[src/rtl/rv32i_types_pkg.sv]
// Shared execute-stage types: write-back request record and unit indices.
package rv32i_types_pkg;

  localparam int DATA_W  = 32;
  localparam int REG_W   = 5;
  localparam int NUM_REQ = 4;

  typedef struct packed {
    logic [REG_W-1:0]  rd;
    logic [DATA_W-1:0] wdata;
  } wb_req_t;

  localparam int WB_ALU = 0;
  localparam int WB_MUL = 1;
  localparam int WB_DIV = 2;
  localparam int WB_LSU = 3;

endpackage

[src/rtl/wb_port_arbiter_rr_arbiter.sv]
// Round-robin arbiter: one-hot grant to the first requester at or after ptr.
module rr_arbiter
  import rv32i_types_pkg::*;
#(
  parameter int N = 4
) (
  input  logic         CLK,
  input  logic         RST,
  input  logic [N-1:0] req,
  input  logic         advance,
  output logic [N-1:0] grant
);

  localparam int PW = (N > 1) ? $clog2(N) : 1;

  logic [PW-1:0] ptr;
  logic [PW-1:0] ptr_nxt;
  logic [PW-1:0] idx;
  logic          found;

  // Scan requesters starting at ptr; the first hit wins and sets the next start point.
  always_comb begin
    grant   = '0;
    ptr_nxt = ptr;
    found   = 1'b0;
    idx     = '0;
    for (int k = 0; k < N; k++) begin
      idx = PW'((int'(ptr) + k) % N);
      if (!found && req[idx]) begin
        grant[idx] = 1'b1;
        found      = 1'b1;
        ptr_nxt    = PW'((int'(idx) + 1) % N);
      end
    end
  end

  // Pointer only moves past a slot that was actually granted.
  always_ff @(posedge CLK or posedge RST) begin
    if (RST) begin
      ptr <= '0;
    end else if (advance && found) begin
      ptr <= ptr_nxt;
    end
  end

endmodule

[src/rtl/wb_port_arbiter.sv]
// Register-file write-port arbiter: one holding slot per functional unit,
// age matrix to keep same-destination writes in acceptance order, and a
// registered write port.
module wb_port_arbiter
  import rv32i_types_pkg::*;
#(
  parameter int NUM_REQ = 4,
  parameter int DATA_W  = 32,
  parameter int REG_W   = 5
) (
  input  logic                              CLK,
  input  logic                              RST,
  input  logic                              flush,
  input  logic [NUM_REQ-1:0]                req_valid,
  input  logic [NUM_REQ-1:0][REG_W-1:0]     req_rd,
  input  logic [NUM_REQ-1:0][DATA_W-1:0]    req_wdata,
  output logic [NUM_REQ-1:0]                req_ready,
  output logic                              rf_wen,
  output logic [REG_W-1:0]                  rf_rd,
  output logic [DATA_W-1:0]                 rf_wdata,
  output logic                              busy
);

  logic [NUM_REQ-1:0]                occ;
  logic [NUM_REQ-1:0][REG_W-1:0]     slot_rd;
  logic [NUM_REQ-1:0][DATA_W-1:0]    slot_wdata;
  // older[i][j] = 1 means slot i's entry was accepted before slot j's entry
  logic [NUM_REQ-1:0][NUM_REQ-1:0]   older;
  logic [NUM_REQ-1:0][NUM_REQ-1:0]   older_nxt;
  logic [NUM_REQ-1:0]                eligible;
  logic [NUM_REQ-1:0]                arb_req;
  logic [NUM_REQ-1:0]                grant;
  logic [NUM_REQ-1:0]                load;
  logic [NUM_REQ-1:0]                remain;
  logic [REG_W-1:0]                  gnt_rd;
  logic [DATA_W-1:0]                 gnt_wdata;

  // A slot is blocked while an older occupied slot targets the same register.
  always_comb begin
    eligible = occ;
    for (int i = 0; i < NUM_REQ; i++) begin
      for (int j = 0; j < NUM_REQ; j++) begin
        if (j != i && occ[j] && older[j][i] && slot_rd[j] == slot_rd[i]) begin
          eligible[i] = 1'b0;
        end
      end
    end
  end

  // Flush suppresses the grant so that the pointer holds and nothing is written.
  assign arb_req = flush ? '0 : eligible;

  rr_arbiter #(.N(NUM_REQ)) u_arb (
    .CLK     (CLK),
    .RST     (RST),
    .req     (arb_req),
    .advance (|grant),
    .grant   (grant)
  );

  assign req_ready = flush ? '0 : (~occ | grant);
  assign remain    = occ & ~grant;

  // Writes to x0 complete the handshake but never occupy a slot.
  always_comb begin
    load = '0;
    for (int i = 0; i < NUM_REQ; i++) begin
      load[i] = req_valid[i] && req_ready[i] && (req_rd[i] != '0);
    end
  end

  // New entries are younger than every surviving entry; simultaneous loads order by index.
  always_comb begin
    older_nxt = '0;
    for (int i = 0; i < NUM_REQ; i++) begin
      for (int j = 0; j < NUM_REQ; j++) begin
        if (i != j) begin
          if (load[j]) begin
            older_nxt[i][j] = remain[i] || (load[i] && i < j);
          end else if (load[i]) begin
            older_nxt[i][j] = 1'b0;
          end else begin
            older_nxt[i][j] = older[i][j] && remain[i] && remain[j];
          end
        end
      end
    end
  end

  // Select the granted slot's contents (grant is one-hot or zero).
  always_comb begin
    gnt_rd    = '0;
    gnt_wdata = '0;
    for (int i = 0; i < NUM_REQ; i++) begin
      if (grant[i]) begin
        gnt_rd    = gnt_rd | slot_rd[i];
        gnt_wdata = gnt_wdata | slot_wdata[i];
      end
    end
  end

  // Holding slots: load on transfer, free on grant, cleared by flush.
  always_ff @(posedge CLK or posedge RST) begin
    if (RST) begin
      occ        <= '0;
      slot_rd    <= '0;
      slot_wdata <= '0;
    end else if (flush) begin
      occ <= '0;
    end else begin
      for (int i = 0; i < NUM_REQ; i++) begin
        if (load[i]) begin
          occ[i]        <= 1'b1;
          slot_rd[i]    <= req_rd[i];
          slot_wdata[i] <= req_wdata[i];
        end else if (grant[i]) begin
          occ[i] <= 1'b0;
        end
      end
    end
  end

  // Age matrix register.
  always_ff @(posedge CLK or posedge RST) begin
    if (RST) begin
      older <= '0;
    end else if (flush) begin
      older <= '0;
    end else begin
      older <= older_nxt;
    end
  end

  // Registered write port; destination and data hold when nothing is granted.
  always_ff @(posedge CLK or posedge RST) begin
    if (RST) begin
      rf_wen   <= 1'b0;
      rf_rd    <= '0;
      rf_wdata <= '0;
    end else begin
      rf_wen <= |grant;
      if (|grant) begin
        rf_rd    <= gnt_rd;
        rf_wdata <= gnt_wdata;
      end
    end
  end

  assign busy = (|occ) || rf_wen;

endmodule

[config.mk]
export PLATFORM = sky130hd
export DESIGN_NAME = wb_port_arbiter
export DESIGN_NICKNAME = d
export VERILOG_FILES = /design/src/rtl/rv32i_types_pkg.sv /design/src/rtl/wb_port_arbiter_rr_arbiter.sv /design/src/rtl/wb_port_arbiter.sv
export SDC_FILE = /design/constraint.sdc
export NUM_CORES = 1
export LEC_CHECK = 0
export BUFFER_PORTS_ARGS = -buffer_cell sky130_fd_sc_hd__buf_2
export CORE_ASPECT_RATIO = 0.7
export CORE_MARGIN = 2
export CORE_UTILIZATION = 40
export CTS_CLUSTER_DIAMETER = 40
export DETAILED_ROUTE_END_ITERATION = 10
export GPL_ROUTABILITY_DRIVEN = 0
export GPL_TIMING_DRIVEN = 0
export PLACE_DENSITY = 0.64
export REMOVE_ABC_BUFFERS = 1
export SLEW_MARGIN = 10
export SYNTH_ARGS = -nofsm -noshare
export SYNTH_HDL_FRONTEND = slang
export SYNTH_SLANG_ARGS = --single-unit
[constraint.sdc]
create_clock -name CLK -period 8.7 [get_ports CLK]
set_input_delay 0 -clock CLK [delete_from_list [all_inputs] [get_ports CLK]]
set_output_delay 0 -clock CLK [all_outputs]
set_load 0.01 [all_outputs]
==> metrics.md, run 1 <==
| Metric | Value |
|---|---|
| Run status | completed |
| Final net count | between 1000 and 1500 |
| Vias post-DR | between 8000 and 9000 |
| Total power after layout | ~5 mW |
| Synth-to-Final Area Change | 38.7% |
| ANT cells | 0 |
| Total Routing Usage GR | between 20% and 30% |
| Number of different library cells in the post-synthesis netlist | 62 |
| Worst r2r src | slot_rd[14] |
| DRC violation total after the first TritonRoute iteration | 466 |
| Number of clock sinks | about 200 |
| Number of synthesized flops with an enable pin | 0 |
| Clock tree root buffer cell | sky130_fd_sc_hd__clkbuf_16 |
| Clock buffer count from CTS | 31 |
| Number of top-level pins | slightly below 200 |
| Post-route minimum period | roughly 5000 ps |
| Max rail drop VDD | between 200 and 300 uV |
| Crit start category | register |
| Std cell rows | between 40 and 50 |
| Via density per instance | between 5 and 6 |
| TritonRoute pass-1 iters | 5 |
| Longest Clk Path Bufs | 3 |
| Clock Pin Slew Worst Setup and Hold Paths | roughly 60 ps |
| Max Clock Freq | 201 MHz |
| Clock tree from TritonCTS | done |
| Post-synthesis register bit count | roughly 200 |
| Worst Max-Slew Pin Slew | 1150 ps |
| Crit path to | rf_wdata[11] |
| Area of the die | about 27000 um2 |
| Largest fanout on the critical path | just over 40 |
| Tcrit/Tclk final | between 50 and 60% |
| LEAKAGE | 6.32 nW |
| CTS HTree Levels | 1 |
| Die W | a little under 200 um |
| Number of antenna violations at the first check in global routing | 0 |
| Master of the slowest instance on the critical path | sky130_fd_sc_hd__a31o_2 |
| DRT antenna net count | 0 |
| Count of mapped cells out of synthesis | 845 |
| Initial cell density of the core | ~40% |
| Number of global-route vias before repair | ~9000 |
| Number of max-capacitance violations reported | 0 |
| HP Class | input port to async pin |
| Reg-to-reg slack, setup | 3720 ps |
| Worst Setup End Kind | register |
| Post-CTS Resized | 0 |
| Setup repair after global routing missed its margin | false |
| Fin. Hold Viols | 0 |
| Fin Setup TNS | 0 ps |
| Die Y | ~140 um |
| Non-filler instance count after layout | about 1500 |
| Async S/R FF share, synth | 100% |
| Max-slew violation total from the final report | 0 |
| Routed length per placed instance | between 20 and 25 um |
| Proportion of layout cells with a drive suffix above 1 | between 30% and 40% |
| Placed cell count | around 1300 |
| Remaining routing DRC violations | 0 |
| Core ar. | between 20000 and 25000 um2 |
| CP Data Arrival Time | 5350 ps |
| P per Cell Area | 354 nW/um2 |
| Final worst hold slack | around 120 ps |
| Worst path max stage delay | between 900 and 1000 ps |
| Final setup fails | 0 |
| Global-route wire length before repair | approximately 50 mm |
| Predominant post-synthesis flop cell | sky130_fd_sc_hd__dfrtp_1 |
| Post-synthesis cell area | 10200 um2 |
| Leading cell types in the layout, fill and taps excluded | sky130_fd_sc_hd__dfrtp_1, sky130_fd_sc_hd__buf_2, sky130_fd_sc_hd__dlygate4sd3_1 |
| Post-synthesis sequential area ratio | roughly half |
| HPWL after detailed placement | about 20 mm |
| Avg Synthesized Cell Area | between 10 and 15 um2 |
| Fin Clk Skew | ~27 ps |
| FF-to-FF End | rf_wdata[11] |
| Pin count of the biggest net entering global routing | approximately 110 |
| Clock latency on the worst-skew pair | around 550 ps |
| Data required time at the worst endpoint | 9070 ps |
| Number of warning messages in the yosys log | 0 |
| Worst reg2reg path depth | 10 |
| Commonest non-fill, non-tap cell in the layout | sky130_fd_sc_hd__dfrtp_1 |
| CP Class | register to register |
| Crit-path cells | xor2_1 -> nor3_2 -> a41oi_1 -> and3_1 -> a22oi_1 -> and2_1 -> a31o_2 -> nand2_1 -> or4_4 -> mux2i_1 |
| GR Overflow Total | 0 |
| Max-slew headroom | between 20% and 30% |
| Number of I/O port buffers | about 200 |
| Start point of the critical path | slot_rd[14] |
| Total Routed Length | around 32 mm |
| Post-CTS Setup Inserts | 0 |
==> cell usage after synthesis, drive strengths merged, types with 2 or more instances <==
cell type | count | share of area, %
mux2i | 38 | 3.7
nor3 | 10 | 0.70
ha | 8 | 0.98
nand4b | 4 | 0.34
and4b | 3 | 0.29
o21a | 2 | 0.15
or4 | 4 | 0.33
o21ai | 10 | 0.53
and3 | 3 | 0.23
a41oi | 2 | 0.17
nor2 | 20 | 0.74
nand4 | 12 | 0.74
nand3 | 13 | 0.64
xor2 | 25 | 2.1
inv | 46 | 1.7
a21boi | 111 | 8.2
clkbuf | 32 | 1.2
a2111oi | 37 | 3.2
a31oi | 5 | 0.31
a31o | 6 | 0.69
and4 | 4 | 0.37
mux2 | 147 | 16
a21oi | 13 | 0.64
o32ai | 3 | 0.26
o32a | 2 | 0.20
or3 | 3 | 0.23
xnor2 | 6 | 0.52
buf | 25 | 1.6
mux4 | 2 | 0.44
a211oi | 2 | 0.15
and2 | 6 | 0.37
nand2 | 23 | 0.87
dfrtp | 204 | 50
==> critical path: cells and delay by family, from the launching register on <==
family | cells | cell delay (ps)
xor gates and xnor gates | 1 | 210
AOI/OAI and AO/OA | 3 | 1630
DFF | 1 | 470
and+or+nand+nor | 5 | 2240
muxes | 1 | 240
==> cell type report <==
cell class | count | area, um2
clock inverter | 21 | 226
sequential | 204 | 5100
timing repair buffer | 366 | 2770
inverter | 46 | 180
clock buffer | 34 | 807
fill | 2096 | 10700
multi-input combinational | 538 | 4650
tap | 325 | 407
==> through the flow <==
step	util (%)	worst slack, ps	cell area, um2
after CTS	56.9	3790	14100
after global placement	45.5	-211	11300
final	56.9	3720	14100
after global routing	56.9	3470	14100
after detailed placement	46.5	3810	11600
after floorplan	-	3130	9920
==> kinds of logic after synthesis <==
kind of cell | after synthesis | share of synthesized area, %
buf+inv | 103 | 4.45
fa+ha+maj | 8 | 0.982
xor+xnor | 31 | 2.66
flops | 204 | 50.1
simple gates | 108 | 6.05
mux | 187 | 20.4
compound gates | 204 | 15.4
==> metal layers <==
layer / part of all wire, % / track usage (%) / vias up
li1: - / - / 3805
met1: 46 / 33.5 / 4120
met2: 44 / 39.0 / 333
met3: 7.4 / 5.46 / 43
met4: 1.7 / 5.81 / 0
met5: 0 / 0 / -
==> how the worst min path moves through the flow <==
| stage | depth (start not counted) | to | start | slack (ps) |
|---|---|---|---|---|
| 6_report | 3 | slot_wdata[37] | RST | 120 |
| 5_1_grt | 3 | slot_wdata[37] | RST | 160 |
| 4_1_cts | 3 | slot_wdata[66] | RST | 140 |
| 2_1_floorplan | 1 | req_ready[0] | flush | 40 |
| 3_3_place_gp | 2 | slot_wdata[27] | req_wdata[27] | 230 |
| 3_5_place_dp | 2 | slot_wdata[37] | RST | 160 |
==> flip-flops by register name, indices dropped and copies added, names as in the netlist <==
name / count
slot_wdata: 128
rf_wdata: 32
slot_rd: 20
older: 12
rf_rd: 5
occ: 4
u_arb.ptr: 2
rf_wen: 1
==> power by group <==
part,switching (mW),internal (mW)
registers,0.275,1.36
clock network,0.477,0.764
logic,1.15,0.988
total,1.90,3.11
==> timing repair <==
action | in CTS | in global routing
hold buffers | 154 | 0
setup endpoints to repair | 0 | 0
endpoints found under the hold margin | 249 | 0
(Power assumes the default switching activity.)
==> run 2: changes to the inputs <==
==> constraint.sdc (replaced) <==
create_clock -name CLK -period 4.8 [get_ports CLK]
set_input_delay 0 -clock CLK [delete_from_list [all_inputs] [get_ports CLK]]
set_output_delay 0 -clock CLK [all_outputs]
set_load 0.01 [all_outputs]
==> metrics.md, run 2 (same netlist as run 1, synthesis figures left out) <==
| Metric | Value |
|---|---|
| Post-route minimum period | 4550 ps (-430 ps) |
| Largest fanout on the critical path | 21 (-49%) |
| TritonRoute pass-1 iters | 5 (unchanged) |
| Proportion of layout cells with a drive suffix above 1 | 36.4% (+0.38 points) |
| Placed cell count | 1325 (unchanged) |
| CP Class | register to register |
| Pin count of the biggest net entering global routing | 112 (unchanged) |
| Fin. Hold Viols | 0 (unchanged) |
| Final net count | 1354 (+0.30%) |
| Std cell rows | 48 (unchanged) |
| Initial cell density of the core | 41.0% (unchanged) |
| Clock tree root buffer cell | sky130_fd_sc_hd__clkbuf_16 |
| Max-slew violation total from the final report | 0 (unchanged) |
| LEAKAGE | 6.34 nW (+0.25%) |
| Non-filler instance count after layout | 1538 (+0.26%) |
| Longest Clk Path Bufs | 3 (unchanged) |
| Max-slew headroom | 39.7% (+16 points) |
| Number of flip-flops in the largest register | 128 (unchanged) |
| Core ar. | 24900 um2 (unchanged) |
| Number of clock sinks | 204 (unchanged) |
| Setup repair after global routing missed its margin | false |
| Clock latency on the worst-skew pair | 550 ps (about the same) |
| GR Overflow Total | 0 (unchanged) |
| Wire length on met3 | 2.55 mm (+7.8%) |
| Area after DPL | 11600 um2 (unchanged) |
| Number of top-level pins | 198 (unchanged) |
| Clock tree from TritonCTS | done |
| Register with the most flip-flops | slot_wdata |
| HPWL after detailed placement | 19.5 mm (unchanged) |
| Total power after layout | 9.19 mW (+84%) |
| Clock buffer count from CTS | 31 (unchanged) |
| Commonest non-fill, non-tap cell in the layout | sky130_fd_sc_hd__dfrtp_1 |
| Fin Clk Skew | 25.8 ps (-0.924 ps) |
| ANT cells | 0 (unchanged) |
| Non-Filler Cell Area, Final | 14200 um2 (+0.30%) |
| Vias post-DR | 8410 (+1.3%) |
| Max Clock Freq | 220 MHz (+9.4%) |
| CTS HTree Levels | 1 (unchanged) |
| Area of the die | 26800 um2 (unchanged) |
| P per Cell Area | 648 nW/um2 (+83%) |
| Number of antenna violations at the first check in global routing | 0 (unchanged) |
| DR WL met2 | 14.8 mm (+4.5%) |
| CP Data Arrival Time | 4980 ps (-370 ps) |
| Routed length per placed instance | 21.7 um (+4.2%) |
| Total Routed Length | 33.3 mm (+4.4%) |
| Tcrit/Tclk final | 94.8% (+38 points) |
| Crit start category | register |
| Final setup fails | 0 (unchanged) |
| Run status | completed |
| Worst Setup End Kind | register |
| Routed met1 length | 15.4 mm (+4.0%) |
| HP Class | input port to register |
| Remaining routing DRC violations | 0 (unchanged) |
| Total Routing Usage GR | 24.3% (+0.067 points) |
| Max rail drop VDD | 532 uV (+82%) |
| Post-layout worst setup margin | 251 ps (-3470 ps) |
| Worst Max-Slew Pin Slew | 904 ps (-246 ps) |
| Die Y | 138 um (unchanged) |
| Number of max-capacitance violations reported | 0 (unchanged) |
| Top routing layer in use | met4 |
| DRC violation total after the first TritonRoute iteration | 471 (+1.1%) |
| DRT antenna net count | 0 (unchanged) |
| Data required time at the worst endpoint | 5230 ps (-3840 ps) |
| Synth-to-Final Area Change | 39.1% |
| Global-route wire length before repair | 50.4 mm (+0.29%) |
| Number of global-route vias before repair | 8777 (unchanged) |
| Clock Pin Slew Worst Setup and Hold Paths | 60 ps (about the same) |
| Leading cell types in the layout, fill and taps excluded | sky130_fd_sc_hd__dfrtp_1, sky130_fd_sc_hd__buf_2, sky130_fd_sc_hd__dlygate4sd3_1 |
| Pre-CTS setup slack | -86.0 ps (-3900 ps) |
| Via density per instance | 5.47 (+1.0%) |
| Registers with the most flip-flops | slot_wdata (128), rf_wdata (32), slot_rd (20) |
| Number of I/O port buffers | 197 (unchanged) |
| Die W | 195 um (unchanged) |
-- run 2: changes by cell type in the layout (fill, tap and decap cells not counted) --
cell | before | now
sky130_fd_sc_hd__and2_1 | 5 | 4
sky130_fd_sc_hd__a31o_4 | 2 | 3
sky130_fd_sc_hd__and2_4 | 0 | 1
sky130_fd_sc_hd__buf_4 | 0 | 2
sky130_fd_sc_hd__dlygate4sd3_1 | 154 | 153
sky130_fd_sc_hd__a31o_2 | 4 | 6
-- run 2: cell type report --
cell class / instances / area [um2]
Fill cell: 2089 / 10700
Multi-Input combinational cell: 541 / 4690
Sequential cell: 204 / 5100
Clock buffer: 34 / 807
Inverter: 46 / 180
Timing Repair Buffer: 367 / 2770
Clock inverter: 21 / 226
Tap cell: 325 / 407
-- run 2: power breakdown --
group | switching [mW] | internal (mW)
registers | 0.500 | 2.46
logic | 2.16 | 1.82
clock network | 0.870 | 1.39
-- run 2: critical path, stage by stage, from the launching register on --
cell                      delay [ps]
sky130_fd_sc_hd__dfrtp_1         630
sky130_fd_sc_hd__inv_1           280
sky130_fd_sc_hd__ha_1            490
sky130_fd_sc_hd__and4b_1         250
sky130_fd_sc_hd__o21ai_1         400
sky130_fd_sc_hd__nand4_1         340
sky130_fd_sc_hd__a31o_4          450
sky130_fd_sc_hd__a31o_2          340
sky130_fd_sc_hd__nor2_4          580
sky130_fd_sc_hd__buf_12          280
sky130_fd_sc_hd__mux2_2          360
-- run 2: what timing repair did --
| item | 4_1_cts | 5_1_grt |
|---|---|---|
| setup endpoints to repair | 60 | 48 |
| pin swaps | 1 | 6 |
| hold buffers | 153 | 0 |
| cloned | 0 | 3 |
| resized for setup | 2 | 1 |
| endpoints found under the hold margin | 249 | 0 |
| buffers inserted | 0 | 2 |
-- run 2: routing by layer --
layer	GRT usage, %	vias up
met1	33.7	4195
li1	-	3815
met2	39.2	354
met3	5.29	46
met5	0	-
met4	5.60	0
-- run 2: path summary, 6_finish.rpt --
check                               startpoint              end  slack, ps  depth (start not counted)
worst max-delay path              u_arb.ptr[0]  slot_wdata[123]        250                         10
worst min-delay path              req_valid[0]         older[4]         40                          5
worst max register to register    u_arb.ptr[0]  slot_wdata[123]        250                         10
worst min register to register  slot_wdata[24]   slot_wdata[24]        500                          1
max in group asynchronous                  RST         older[1]       3700                          4
min in group asynchronous                  RST   slot_wdata[37]        100                          3
-- run 2: through the flow --
stage	setup TNS, ps	util (%)	hold slack (ps)
finish	0	57.1	44.1
global placement	-1115730	45.5	232
global route	0	57.1	60.9
floorplan	-179190	-	44.1
CTS	0	56.9	0.434
detailed placement	-3710	46.5	157
